`src/rtl/umi_memtest_initiator_if.sv`:
```
// UMI request/response channel pair between the memtest initiator and a UMI device.
interface umi_memtest_initiator_if #(
    parameter int DW = 256,
    parameter int AW = 64,
    parameter int CW = 32
);
    logic          udev_req_valid;
    logic          udev_req_ready;
    logic [CW-1:0] udev_req_cmd;
    logic [AW-1:0] udev_req_dstaddr;
    logic [AW-1:0] udev_req_srcaddr;
    logic [DW-1:0] udev_req_data;
    logic          udev_resp_valid;
    logic          udev_resp_ready;
    logic [CW-1:0] udev_resp_cmd;
    logic [AW-1:0] udev_resp_dstaddr;
    logic [AW-1:0] udev_resp_srcaddr;
    logic [DW-1:0] udev_resp_data;

    modport master (
        output udev_req_valid, udev_req_cmd, udev_req_dstaddr, udev_req_srcaddr,
               udev_req_data, udev_resp_ready,
        input  udev_req_ready, udev_resp_valid, udev_resp_cmd, udev_resp_dstaddr,
               udev_resp_srcaddr, udev_resp_data
    );

    modport slave (
        input  udev_req_valid, udev_req_cmd, udev_req_dstaddr, udev_req_srcaddr,
               udev_req_data, udev_resp_ready,
        output udev_req_ready, udev_resp_valid, udev_resp_cmd, udev_resp_dstaddr,
               udev_resp_srcaddr, udev_resp_data
    );
endinterface

```
`src/rtl/umi_memtest_initiator.sv`:
```
// Host-side UMI initiator: writes a SEED+i pattern to N words, reads them back
// with bounded outstanding reads and reports pass/fail, error count and first bad address.
//
// state   | meaning
// S_IDLE  | waiting for start after reset
// S_WRITE | posting write i = idx_q
// S_READ  | issuing read i = idx_q while outstanding < MAX_OUT
// S_DRAIN | all reads issued, waiting for outstanding responses
// S_DONE  | result valid, waiting for the next start
module umi_memtest_initiator #(
    parameter int             DW        = 256,
    parameter int             AW        = 64,
    parameter int             CW        = 32,
    parameter int             N         = 16,
    parameter logic [AW-1:0]  BASE      = '0,
    parameter logic [AW-1:0]  RESP_ADDR = 64'h1000,
    parameter logic [31:0]    SEED      = 32'hA5A5_0000,
    parameter int             MAX_OUT   = 4,
    parameter logic [7:0]     OPC_WRITE = 8'h01,
    parameter logic [7:0]     OPC_READ  = 8'h02,
    parameter logic [7:0]     OPC_RESP  = 8'h03
) (
    input  logic                    clk,
    input  logic                    rst,
    input  logic                    start,
    output logic                    busy,
    output logic                    done,
    output logic                    pass,
    output logic [15:0]             err_count,
    output logic [AW-1:0]           first_err_addr,
    umi_memtest_initiator_if.master udev
);
    typedef enum logic [2:0] {S_IDLE, S_WRITE, S_READ, S_DRAIN, S_DONE} state_t;

    localparam logic [15:0] LAST = 16'(N - 1);
    localparam logic [3:0]  MAXO = 4'(MAX_OUT);

    state_t        state_q, state_d;
    logic [15:0]   idx_q, idx_d;
    logic [15:0]   ridx_q, ridx_d;
    logic [15:0]   err_q, err_d;
    logic [3:0]    out_q, out_d;
    logic [AW-1:0] ferr_q, ferr_d;
    logic          resp_ready_q, resp_ready_d;

    logic          req_hs, rd_hs, resp_hs, resp_ok, in_check;
    logic [31:0]   pattern, resp_pat;
    logic [AW-1:0] word_addr, resp_addr;
    logic          unused_ok;

    assign unused_ok = ^{udev.udev_resp_srcaddr, udev.udev_resp_cmd[CW-1:8],
                         udev.udev_resp_data[DW-1:32]};

    // Payload is a pure function of state and index, so it holds steady while stalled.
    always_comb begin
        pattern   = SEED + 32'(idx_q);
        word_addr = BASE + (AW'(idx_q) << 2);
        udev.udev_req_valid   = (state_q == S_WRITE) || ((state_q == S_READ) && (out_q < MAXO));
        udev.udev_req_cmd     = '0;
        udev.udev_req_dstaddr = '0;
        udev.udev_req_srcaddr = '0;
        udev.udev_req_data    = '0;
        if (udev.udev_req_valid) begin
            udev.udev_req_cmd[11:8] = 4'd2;
            udev.udev_req_cmd[7:0]  = (state_q == S_WRITE) ? OPC_WRITE : OPC_READ;
            udev.udev_req_dstaddr   = word_addr;
            udev.udev_req_srcaddr   = RESP_ADDR;
            if (state_q == S_WRITE) udev.udev_req_data = {(DW/32){pattern}};
        end
        udev.udev_resp_ready = resp_ready_q;
    end

    always_comb begin
        state_d      = state_q;
        idx_d        = idx_q;
        ridx_d       = ridx_q;
        err_d        = err_q;
        out_d        = out_q;
        ferr_d       = ferr_q;
        resp_ready_d = 1'b1;

        req_hs    = udev.udev_req_valid && udev.udev_req_ready;
        rd_hs     = req_hs && (state_q == S_READ);
        resp_hs   = udev.udev_resp_valid && resp_ready_q;
        in_check  = (state_q == S_READ) || (state_q == S_DRAIN);
        resp_pat  = SEED + 32'(ridx_q);
        resp_addr = BASE + (AW'(ridx_q) << 2);
        resp_ok   = (udev.udev_resp_cmd[7:0] == OPC_RESP) &&
                    (udev.udev_resp_dstaddr == RESP_ADDR) &&
                    (udev.udev_resp_data[31:0] == resp_pat);

        if (resp_hs) begin
            if (in_check) begin
                ridx_d = ridx_q + 16'd1;
                if (out_q != 4'd0) out_d = out_q - 4'd1;
            end
            if (!in_check || !resp_ok) begin
                if (err_q != 16'hFFFF) err_d = err_q + 16'd1;
                if (err_q == 16'd0) ferr_d = in_check ? resp_addr : '0;
            end
        end
        if (rd_hs) out_d = out_d + 4'd1;

        case (state_q)
            S_IDLE, S_DONE: begin
                if (start) begin
                    state_d = S_WRITE;
                    idx_d   = '0;
                    ridx_d  = '0;
                    err_d   = '0;
                    out_d   = '0;
                    ferr_d  = '0;
                end
            end
            S_WRITE: begin
                if (req_hs) begin
                    idx_d = idx_q + 16'd1;
                    if (idx_q == LAST) begin
                        state_d = S_READ;
                        idx_d   = '0;
                    end
                end
            end
            S_READ: begin
                if (req_hs) begin
                    idx_d = idx_q + 16'd1;
                    if (idx_q == LAST) begin
                        state_d = S_DRAIN;
                        idx_d   = '0;
                    end
                end
            end
            S_DRAIN: begin
                if (out_q == 4'd0) state_d = S_DONE;
            end
            default: state_d = S_IDLE;
        endcase
    end

    always_ff @(posedge clk or posedge rst) begin
        if (rst) begin
            state_q      <= S_IDLE;
            idx_q        <= '0;
            ridx_q       <= '0;
            err_q        <= '0;
            out_q        <= '0;
            ferr_q       <= '0;
            resp_ready_q <= 1'b0;
        end else begin
            state_q      <= state_d;
            idx_q        <= idx_d;
            ridx_q       <= ridx_d;
            err_q        <= err_d;
            out_q        <= out_d;
            ferr_q       <= ferr_d;
            resp_ready_q <= resp_ready_d;
        end
    end

    assign busy           = (state_q == S_WRITE) || (state_q == S_READ) || (state_q == S_DRAIN);
    assign done           = (state_q == S_DONE);
    assign pass           = (state_q == S_DONE) && (err_q == 16'd0);
    assign err_count      = err_q;
    assign first_err_addr = ferr_q;
endmodule

```
`src/flat_wrapper.sv`:
```
// flat-port wrapper written by rule: the top's interface ports become plain ports
module umi_memtest_initiator_flat 
#(
    parameter int             DW        = 256,
    parameter int             AW        = 64,
    parameter int             CW        = 32,
    parameter int             N         = 16,
    parameter logic [AW-1:0]  BASE      = '0,
    parameter logic [AW-1:0]  RESP_ADDR = 64'h1000,
    parameter logic [31:0]    SEED      = 32'hA5A5_0000,
    parameter int             MAX_OUT   = 4,
    parameter logic [7:0]     OPC_WRITE = 8'h01,
    parameter logic [7:0]     OPC_READ  = 8'h02,
    parameter logic [7:0]     OPC_RESP  = 8'h03
)
  (clk, rst, start, busy, done, pass, err_count, first_err_addr, udev_udev_req_valid, udev_udev_req_cmd, udev_udev_req_dstaddr, udev_udev_req_srcaddr, udev_udev_req_data, udev_udev_resp_ready, udev_udev_req_ready, udev_udev_resp_valid, udev_udev_resp_cmd, udev_udev_resp_dstaddr, udev_udev_resp_srcaddr, udev_udev_resp_data);
  umi_memtest_initiator_if #(.DW(DW), .AW(AW), .CW(CW)) udev_i ();
  input  logic clk;
  input  logic rst;
  input  logic start;
  output logic busy;
  output logic done;
  output logic pass;
  output logic [15:0] err_count;
  output logic [AW-1:0] first_err_addr;
  output wire logic [$bits(udev_i.udev_req_valid)-1:0] udev_udev_req_valid;
  output wire logic [$bits(udev_i.udev_req_cmd)-1:0] udev_udev_req_cmd;
  output wire logic [$bits(udev_i.udev_req_dstaddr)-1:0] udev_udev_req_dstaddr;
  output wire logic [$bits(udev_i.udev_req_srcaddr)-1:0] udev_udev_req_srcaddr;
  output wire logic [$bits(udev_i.udev_req_data)-1:0] udev_udev_req_data;
  output wire logic [$bits(udev_i.udev_resp_ready)-1:0] udev_udev_resp_ready;
  input wire logic [$bits(udev_i.udev_req_ready)-1:0] udev_udev_req_ready;
  input wire logic [$bits(udev_i.udev_resp_valid)-1:0] udev_udev_resp_valid;
  input wire logic [$bits(udev_i.udev_resp_cmd)-1:0] udev_udev_resp_cmd;
  input wire logic [$bits(udev_i.udev_resp_dstaddr)-1:0] udev_udev_resp_dstaddr;
  input wire logic [$bits(udev_i.udev_resp_srcaddr)-1:0] udev_udev_resp_srcaddr;
  input wire logic [$bits(udev_i.udev_resp_data)-1:0] udev_udev_resp_data;
  assign udev_udev_req_valid = udev_i.udev_req_valid;
  assign udev_udev_req_cmd = udev_i.udev_req_cmd;
  assign udev_udev_req_dstaddr = udev_i.udev_req_dstaddr;
  assign udev_udev_req_srcaddr = udev_i.udev_req_srcaddr;
  assign udev_udev_req_data = udev_i.udev_req_data;
  assign udev_udev_resp_ready = udev_i.udev_resp_ready;
  assign udev_i.udev_req_ready = udev_udev_req_ready;
  assign udev_i.udev_resp_valid = udev_udev_resp_valid;
  assign udev_i.udev_resp_cmd = udev_udev_resp_cmd;
  assign udev_i.udev_resp_dstaddr = udev_udev_resp_dstaddr;
  assign udev_i.udev_resp_srcaddr = udev_udev_resp_srcaddr;
  assign udev_i.udev_resp_data = udev_udev_resp_data;
  umi_memtest_initiator #(.DW(DW), .AW(AW), .CW(CW), .N(N), .BASE(BASE), .RESP_ADDR(RESP_ADDR), .SEED(SEED), .MAX_OUT(MAX_OUT), .OPC_WRITE(OPC_WRITE), .OPC_READ(OPC_READ), .OPC_RESP(OPC_RESP)) u_core (.clk(clk), .rst(rst), .start(start), .busy(busy), .done(done), .pass(pass), .err_count(err_count), .first_err_addr(first_err_addr), .udev(udev_i));
endmodule
```
`config.mk`:
```
export PLATFORM = sky130hd
export DESIGN_NAME = umi_memtest_initiator_flat
export DESIGN_NICKNAME = d
export VERILOG_FILES = /design/src/rtl/umi_memtest_initiator_if.sv /design/src/rtl/umi_memtest_initiator.sv /design/src/flat_wrapper.sv
export SDC_FILE = /design/constraint.sdc
export NUM_CORES = 1
export LEC_CHECK = 0
export ABC_CLOCK_PERIOD_IN_PS = 10300
export CORE_AREA = 4 4 352 354
export DETAILED_ROUTE_END_ITERATION = 8
export DIE_AREA = 0 0 356 358
export GPL_TIMING_DRIVEN = 1
export SYNTH_ARGS = -nofsm -noshare
export SYNTH_HDL_FRONTEND = slang
export SYNTH_SLANG_ARGS = --single-unit
```
`constraint.sdc`:
```
create_clock -name clk -period 10.3 [get_ports clk]
set_input_delay 1.545 -clock clk [delete_from_list [all_inputs] [get_ports clk]]
set_output_delay 1.545 -clock clk [all_outputs]
set_load 0.005 [all_outputs]
```
==> results of run 1 <==
## worst max-delay path, delay by kind of cell, from the launching register on
family        cells  cell delay, ns
buf+inv           2            1.21
simple gates      3            0.88
flops             1            0.51
## report_power, final
part	switching [mW]	total (mW)	internal [mW]
Combinational	0.406	0.789	0.383
Sequential	0.0531	0.554	0.501
Clock	0.300	0.613	0.312
## flip-flops by register name, summed over array words and instances, names as in the netlist
signal	cells
u_core.err_count	16
u_core.idx_q	16
u_core.out_q	4
u_core.ridx_q	16
u_core.first_err_addr	64
u_core.udev.udev_resp_ready	1
u_core.state_q	3
## routing by layer
| metal | routed length (um) | GRT usage | up-vias |
|---|---|---|---|
| li1 | - | - | 3166 |
| met1 | 13500 | 0.0582 | 3255 |
| met2 | 16800 | 0.0876 | 481 |
| met3 | 4550 | 0.0259 | 28 |
| met4 | 665 | 0.0229 | 0 |
| met5 | 0 | 0 | - |
## final timing paths
check                                                      endpoint  depth (start not counted)                                start
worst max-delay path                          udev_udev_req_data[9]                          5        u_core.state_q[1]$_DFFE_PP0P_
worst min-delay path            u_core.first_err_addr[32]$_DFF_PP0_                          1  u_core.first_err_addr[32]$_DFF_PP0_
worst max register to register  u_core.first_err_addr[13]$_DFF_PP0_                          8        u_core.state_q[2]$_DFFE_PP0P_
worst min register to register  u_core.first_err_addr[32]$_DFF_PP0_                          1  u_core.first_err_addr[32]$_DFF_PP0_
max in group asynchronous        u_core.first_err_addr[0]$_DFF_PP0_                          3                                  rst
min in group asynchronous       u_core.first_err_addr[24]$_DFF_PP0_                          2                                  rst
## cells in the final DEF, fill, tap and decap left out, drive strengths merged, types with 19 or more instances in the layout
cell,netlist,routed
clkdlybuf4s50,0,405
conb,2,205
a21oi,25,25
o21ai,27,27
nand4,24,24
xnor2,20,20
and2,86,86
nor2,43,43
nand2,46,46
dfrtp,120,120
nand3,22,22
inv,14,19
nor4,23,23
## final cells by class
cell class / count / area [sq um]
clock buffer: 18 / 429
timing repair buffer: 413 / 4110
inverter: 14 / 57.6
clock inverter: 14 / 116
fill: 14000 / 108000
antenna: 5 / 12.5
multi-input combinational: 645 / 3570
tap: 1625 / 2030
sequential: 120 / 3000
## kinds of logic after synthesis
group	Yosys count	synth area share
buffers and inverters	428	0.350
AND/OR/NAND/NOR	304	0.195
flip-flops	120	0.336
AO/OA/AOI/OAI	91	0.0700
XOR/XNOR	30	0.0294
multiplexers	8	0.00897
adder cells (fa/ha/maj)	7	0.00981
other	2	0.000841
## per-stage QoR
stage | power [mW] | util | cells | setup WS, ns
after global routing | 2.11 | 0.110 | 2849 | 5.24
after floorplan | 1.12 | - | 1193 | 5.57
final | 1.96 | 0.110 | 2854 | 5.53
after global placement | 1.37 | 0.106 | 2817 | 5.19
after detailed placement | 1.39 | 0.106 | 2817 | 5.16
after CTS | 2.05 | 0.110 | 2849 | 5.32
==> impl_metrics.toml, run 1 <==
[critical_path]
worst_setup_path_start_kind = "flip-flop"
critical_path_arrival_ns = 3.22
critPathRequiredTime_ns = 8.76
crit_slowest_cell = "clkdlybuf4s50_1"
worstSetupPathType = "reg -> out"
path_max_fanout = 81
path_cells = "nand2b_1, nor2_4, buf_4, and2_1, clkdlybuf4s50_1"
slowest_delay_ns = 0.67
rrSetupSlack_ns = 6.90
crit_path_end_kind = "primary output"

[pwr]
p_leak_nw = 5.03
max-vdd-ir-drop_mv = 0.0947
power.density_nw_per_um2 = 147

[synth]
synth_ff_type = "dfrtp_1"
synthArstFlopShare = 1.00
synthCells = 990
synth_commonest_cells = "buf_4, dfrtp_1, and2_1"
synth_most_common_cell = "buf_4"
ys_seq_area_frac = 0.336
synth_edf_count = 0
synth.area.top_cells = "dfrtp_1, buf_4, and2_1"
syn_area_sq_um = 8920
yosysTopAreaCell = "dfrtp_1"
syn-mean-instance-area_sq_um = 9.01
synth_top_area_frac = 0.336
yosysUniqueCellTypes = 57
ys_ff_latch = 120
yosysWarnings = 0

[sta]
slew_headroom = 0.282
setup_violations = 0
slew_viol_final = 0
worst_hold_slack_ns = 0.483
final_hold_viol_count = 0
worst_pin_slew_ns = 1.08
setup_tns_ns = 0
skew_ns = 0.0247
grt_setup_unrepaired = "no"
finalCriticalPeriod_ns = 4.77
fin_crit_sh = 0.463
max_clock_freq_ghz = 0.210

[drt]
dr.pass1.iters = 5
routed_via_density = 2.43
drtIter0Drc = 257
wl_per_cell_um = 12.4
drc_errors = 0
wl_um = 35500
final_antenna_net_count = 0
num_vias = 6930

[global_route]
grt_max_degree = 82
grt_pass1_wl_um = 46200
track_usage = 0.0532
overflow = 0
antenna_found_initial = 10
grt_pass1_vias = 6373

[clock_tree]
clk_latency_ns = 0.51
post_cts_buffers = 0
cts_tree = "built"
htree_levels = 4
clock_sinks = 120
cts_buffers = 17
cts_resized = 0
clk_pin_slew_worst_paths_ns = 0.06
hold_buffers = 0
cts_root_buf = "clkbuf_16"
cts_buffer_depth = 2

[floorplanning]
initial_core_util = 0.0737
ioPinCount = 922
die_w_um = 356
die_h_um = 358
core_area_sq_um = 121000
rows = 128
die-area_sq_um = 127000

[final_layout]
finalInstanceArea_sq_um = 13300
drive_above_1_share = 0.0441
nets = 1639
syn2layout_area_growth_pct = 49.4

[place]
gp_congestion = 0.717
hpwl_um = 28300
port_buffers = 405
placed_cell_area_sq_um = 12800

[run_status]
status = "finished clean"

[flow_run]
cap_violations = 0

[hold_path]
hp-class = "reg -> reg"
(Power assumes the default switching activity.)
==> run 2, diff against run 1 <==
Settings changed: ABC_CLOCK_PERIOD_IN_PS 10300 to 4150, CORE_AREA 4 4 352 354 to 4 4 354 356, DIE_AREA 0 0 356 358 to 0 0 358 360.
Clock period 10.3 ns to 4.15 ns, I/O delays scaled along.
==> impl_metrics.toml, run 2 (synthesis results as in run 1) <==
[clock_tree]
post_cts_buffers = 0
htree_levels = 4
cts_tree = "built"
clk_pin_slew_worst_paths_ns = 0.06
cts_buffer_depth = 2
clock_sinks = 120
cts_root_buf = "clkbuf_16"
hold_buffers = 0
clk_latency_ns = 0.49
cts_resized = 0
cts_buffers = 17

[critical_path]
critical_path_arrival_ns = 3.06
rrSetupSlack_ns = 1.07
crit_end = "udev_udev_req_data[34]"
worstReg2RegEnd = "u_core.first_err_addr[8]$_DFF_PP0_"
critPathRequiredTime_ns = 3.53
r2r_start = "u_core.state_q[1]$_DFFE_PP0P_"
path_max_fanout = 19
worst_setup_path_start_kind = "flip-flop"
worstSetupPathType = "reg -> out"
crit_path_end_kind = "primary output"
crit_start = "u_core.state_q[1]$_DFFE_PP0P_"
reg2reg_depth = 8

[hold_path]
min-delay-start = "u_core.first_err_addr[46]$_DFF_PP0_"
hp-class = "reg -> reg"

[sta]
final_hold_viol_count = 0
fin_crit_sh = 0.888
setup_tns_ns = 0
worst_hold_slack_ns = 0.487
max_clock_freq_ghz = 0.271
worst_pin_slew_ns = 0.878
setup_violations = 0
setup_slack_ns = 0.465
skew_ns = 0.0264
slew_headroom = 0.410
grt_setup_unrepaired = "no"
finalCriticalPeriod_ns = 3.69
slew_viol_final = 0

[global_route]
grt_max_degree = 67
grt_pass1_vias = 6485
overflow = 0
track_usage = 0.0538
antenna_found_initial = 6
grt_pass1_wl_um = 48100

[place]
dp_cells = 2826
placed_cell_area_sq_um = 12900
hpwl_um = 29400
gp_congestion = 0.754
port_buffers = 405
pre_cts_ws_ns = 0.579

[floorplanning]
initial_core_util = 0.0733
die_w_um = 358
rows = 128
core_area_sq_um = 122000
die_h_um = 360
ioPinCount = 922
die-area_sq_um = 129000

[pwr]
seqPwrFrac = 0.266
internal_power_mw = 3.23
p_leak_nw = 5.13
clkPwrFrac = 0.338
power.density_nw_per_um2 = 380
power_switching_mw = 1.92
max-vdd-ir-drop_mv = 0.306
swShare = 0.372
p_total_mw = 5.14
pwr-share-comb = 0.396

[drt]
final_antenna_net_count = 0
wl_um = 36000
drtIter0Drc = 326
num_vias = 6952
routed_via_density = 2.43
wl_per_cell_um = 12.6
dr.pass1.iters = 5
drc_errors = 0

[final_layout]
drive_above_1_share = 0.0519
fillers = 14000
final_core_util = 0.111
final_cells = 2865
nets = 1648
syn2layout_area_growth_pct = 51.6
largest_reg_flops = 64
layout_commonest_cell = "clkdlybuf4s50_1"
finalInstanceArea_sq_um = 13500
final_cell_mix = "clkdlybuf4s50_1, conb_1, dfrtp_1"

[flow_run]
cap_violations = 0

[run_status]
status = "finished clean"
==> run 2: changes by cell type in the layout (fill, tap and decap cells not counted), sizes merged <==
cell      before  now
bufinv         0    3
clkinvlp       3    2
diode          5    7
inv           19   24
clkbuf        18   17
buf            8   17
clkinv         6    0
==> run 2: layer usage <==
layer | part of all wire | vias up | GRT usage
met2 | 0.49 | 470 | 0.0922
li1 | - | 3189 | -
met4 | 0.017 | 2 | 0.0214
met3 | 0.12 | 23 | 0.0224
met1 | 0.38 | 3268 | 0.0586
met5 | 0.00039 | - | 0
==> run 2: power groups by stage <==
stage,Clock (mW),Sequential (mW),Combinational (mW)
final,1.74,1.37,2.04
after global routing,1.88,1.39,2.27
after CTS,1.85,1.37,2.12
after detailed placement,0,1.39,2.11
after global placement,0,1.39,2.09
after floorplan,0,1.33,1.45
==> run 2: worst min path at each step <==
stage                                     endpoint  slack, ns  cells past startpoint
6_report       u_core.first_err_addr[46]$_DFF_PP0_       0.49                      1
5_1_grt        u_core.first_err_addr[19]$_DFF_PP0_       0.50                      1
4_1_cts        u_core.first_err_addr[19]$_DFF_PP0_       0.49                      1
3_5_place_dp   u_core.first_err_addr[57]$_DFF_PP0_       0.47                      1
3_3_place_gp   u_core.first_err_addr[50]$_DFF_PP0_       0.47                      1
2_1_floorplan   u_core.first_err_addr[0]$_DFF_PP0_       0.48                      1
==> run 2: worst max-delay path, cell delays in order, from the launching register on <==
cell and delay (ns):
dfrtp_1 0.58, nand2b_1 0.33, nor2_4 0.37, and2_1 0.65, clkdlybuf4s50_1 0.64
==> run 2: area by class of cell <==
type | count | area, sq um | share of cell area
clock inverters | 15 | 205 | 0.0152
repair buffers | 422 | 4220 | 0.312
clock buffers | 17 | 425 | 0.0314
flip-flops and latches | 120 | 3000 | 0.222
diodes | 7 | 17.5 | 0.00129
multi-input cells | 645 | 3570 | 0.264
well taps | 1625 | 2030 | 0.150
inverters | 14 | 57.6 | 0.00425
==> variant, RTL diff (settings of run 2) <==
Reset style: synchronous (`rst`), changed in one clocked block.
--- a/src/rtl/umi_memtest_initiator.sv
+++ b/src/rtl/umi_memtest_initiator.sv
@@ -137,7 +137,7 @@
         endcase
     end
 
-    always_ff @(posedge clk or posedge rst) begin
+    always_ff @(posedge clk) begin
         if (rst) begin
             state_q      <= S_IDLE;
             idx_q        <= '0;
Formal check against the unedited RTL: differs if rst is asserted again (counterexample within 4 cycles, from zero or initial values and one cycle with rst high); with rst held inactive, the same outputs for 4 cycles.
==> variant against run 2 <==
Final cell count is 0.31% higher; worst setup slack gained 0.072 ns; hold slack worse by 0.029 ns; wire length is 0.62% lower; final area decreased by 5.1%; sequential cell count unchanged; highest routed layer unchanged; area after synthesis down 8.1%.
Power is not compared: it rests on default switching activity, and its combinational part moved more than twofold at a synthesized area within 25%.
==> variant: results (changes against run 2) <==
clk buf depth: 2 (unchanged)
crit-path max FO: 51 (was 19)
top post-synthesis cells by area: buf_4, dfxtp_1, and3_1 (was dfrtp_1, buf_4, and2_1)
initial antenna violation count: 24 (was 6)
vias in the first global route: 6,200 (was 6,485)
post-synth top area share: 35.2% (was 33.6%)
largest net degree at the start of global routing: 52 (was 67)
post-detail-place hpwl: 30,600 um (was 29,400 um)
layout cells sized above 1: 4.74% (was 5.19%)
cts bufs inserted: 17 (unchanged)
distinct cell type count after synthesis: 50 (was 57)
sequential element share of the synthesized area: 29.3% (was 33.6%)
PostCTS Resize Cnt: 0 (unchanged)
synth warn: 0 (unchanged)
Layout area overhead: 56.6% (was 51.6%)
IO Port Bufs: 405 (unchanged)
ys flop type: dfxtp_1 (was dfrtp_1)
status: finished clean (unchanged)
DRT Pass-1 Iters: 4 (was 5)
Worst-Skew Late Latency: 0.45 ns (was 0.49 ns)
CP arrival: 2.99 ns (was 3.06 ns)
peak supply drop: 0.385 mV
Hold Path Class: flip-flop to flip-flop (unchanged)
Max H-tree Level: 4 (unchanged)
DRT iter0 DRCs: 268 (was 326)
Tightest Pin Transition: 0.695 ns (was 0.878 ns)
skew final: 0.0124 ns (was 0.0264 ns)
GP Congestion: 0.714 (was 0.754)
first-pass GRT wire length: 47,600 um (was 48,100 um)
Final nets: 1,659 (was 1,648)
max reg flops: 64 (unchanged)
Root Buffer: clkbuf_16 (unchanged)
Post-synth top cells: buf_4, dfxtp_1, nand2_1 (was buf_4, dfrtp_1, and2_1)
Int Power: 2350 uW
total number of vias: 6,685 (was 6,952)
final wirelength: 35,800 um (was 36,000 um)
P_leak: 0.00446 uW
post-CTS setup buffers: 0 (unchanged)
All-Layer GR Usage: 5.24% (was 5.38%)
Synth async-reset ratio: 0% (was 100%)
slowest stage delay, CP: 0.62 ns (was 0.65 ns)
crit path max-delay cell type: dfxtp_1 (was and2_1)
clk slew on worst S/H paths: 0.06 ns (about the same)
variant: cell count changes in the layout (fill, tap and decap cells not counted), sizes merged, moves of 8 or more:
cell / before / now
nand2: 46 / 71
or2: 2 / 13
xor2: 10 / 27
a22o: 13 / 0
inv: 24 / 16
and2: 86 / 35
dfxtp: 0 / 120
o21ai: 27 / 15
a21oi: 25 / 41
nand4: 24 / 16
dfrtp: 120 / 0
and3: 5 / 56
variant: metrics by stage:
step	util [%]	setup slack [ns]	instance area [um2]	instances	hold WS (ns)
3_5_place_dp	10.1	0.615	12200	2837	0.449
5_1_grt	10.5	0.270	12800	2869	0.481
2_1_floorplan	-	0.535	8970	1204	0.448
4_1_cts	10.5	0.414	12800	2869	0.461
3_3_place_gp	10.1	0.585	12200	2837	0.443
6_report	10.6	0.537	12800	2874	0.457
variant: kinds of logic (layout without fill, tap and decap cells):
logic type	Yosys count	count (layout)	synth area share, %
other cells	1	209	0.0457
compound gates	71	71	4.94
fa+ha+maj	7	7	1.07
simple gates	330	330	22.3
xor+xnor	43	43	4.59
flops	120	120	29.3
mux	4	4	0.503
buf+inv	425	465	37.2
variant: path summary, 6_finish.rpt:
| path | from | to | slack (ns) | cells after the start |
|---|---|---|---|---|
| max | u_core.state_q[0]$_SDFFE_PP0P_ | udev_udev_req_data[78] | 0.54 | 4 |
| min | u_core.first_err_addr[5]$_SDFF_PP0_ | u_core.first_err_addr[5]$_SDFF_PP0_ | 0.46 | 2 |
| max reg2reg | u_core.err_count[0]$_SDFF_PP0_ | u_core.first_err_addr[4]$_SDFF_PP0_ | 1.38 | 8 |
| min reg2reg | u_core.first_err_addr[5]$_SDFF_PP0_ | u_core.first_err_addr[5]$_SDFF_PP0_ | 0.46 | 2 |
variant: layout make-up:
class | count | area, um2
fill | 14071 | 109000
antenna | 5 | 12.5
tap | 1625 | 2030
multi-input combinational | 659 | 3530
sequential | 120 | 2400
clock buffer | 18 | 439
inverter | 10 | 37.5
timing repair buffer | 423 | 4230
clock inverter | 14 | 161
variant: worst max-delay path, delay by kind of cell, from the launching register on:
family | cells | cell delay, ns
DFF | 1 | 0.62
buffers and inverters | 2 | 1.03
and+or+nand+nor | 2 | 0.85
variant: per-layer routing:
| layer | share of wire, % | vias to the layer above | track usage (%) | wire (um) |
|---|---|---|---|---|
| met1 | 42 | 3028 | 6.47 | 14900 |
| met4 | 1.4 | 24 | 1.23 | 494 |
| li1 | - | 3211 | - | - |
| met3 | 16 | 47 | 3.42 | 5600 |
| met2 | 41 | 375 | 7.54 | 14700 |
| met5 | 0.42 | - | 0 | 150 |
variant: power groups by stage:
stage	clock network, uW	logic, uW	registers, uW
6_report	1520	524	1170
5_1_grt	1640	573	1170
4_1_cts	1590	529	1170
3_5_place_dp	0	528	1190
3_3_place_gp	0	523	1190
2_1_floorplan	0	434	1190
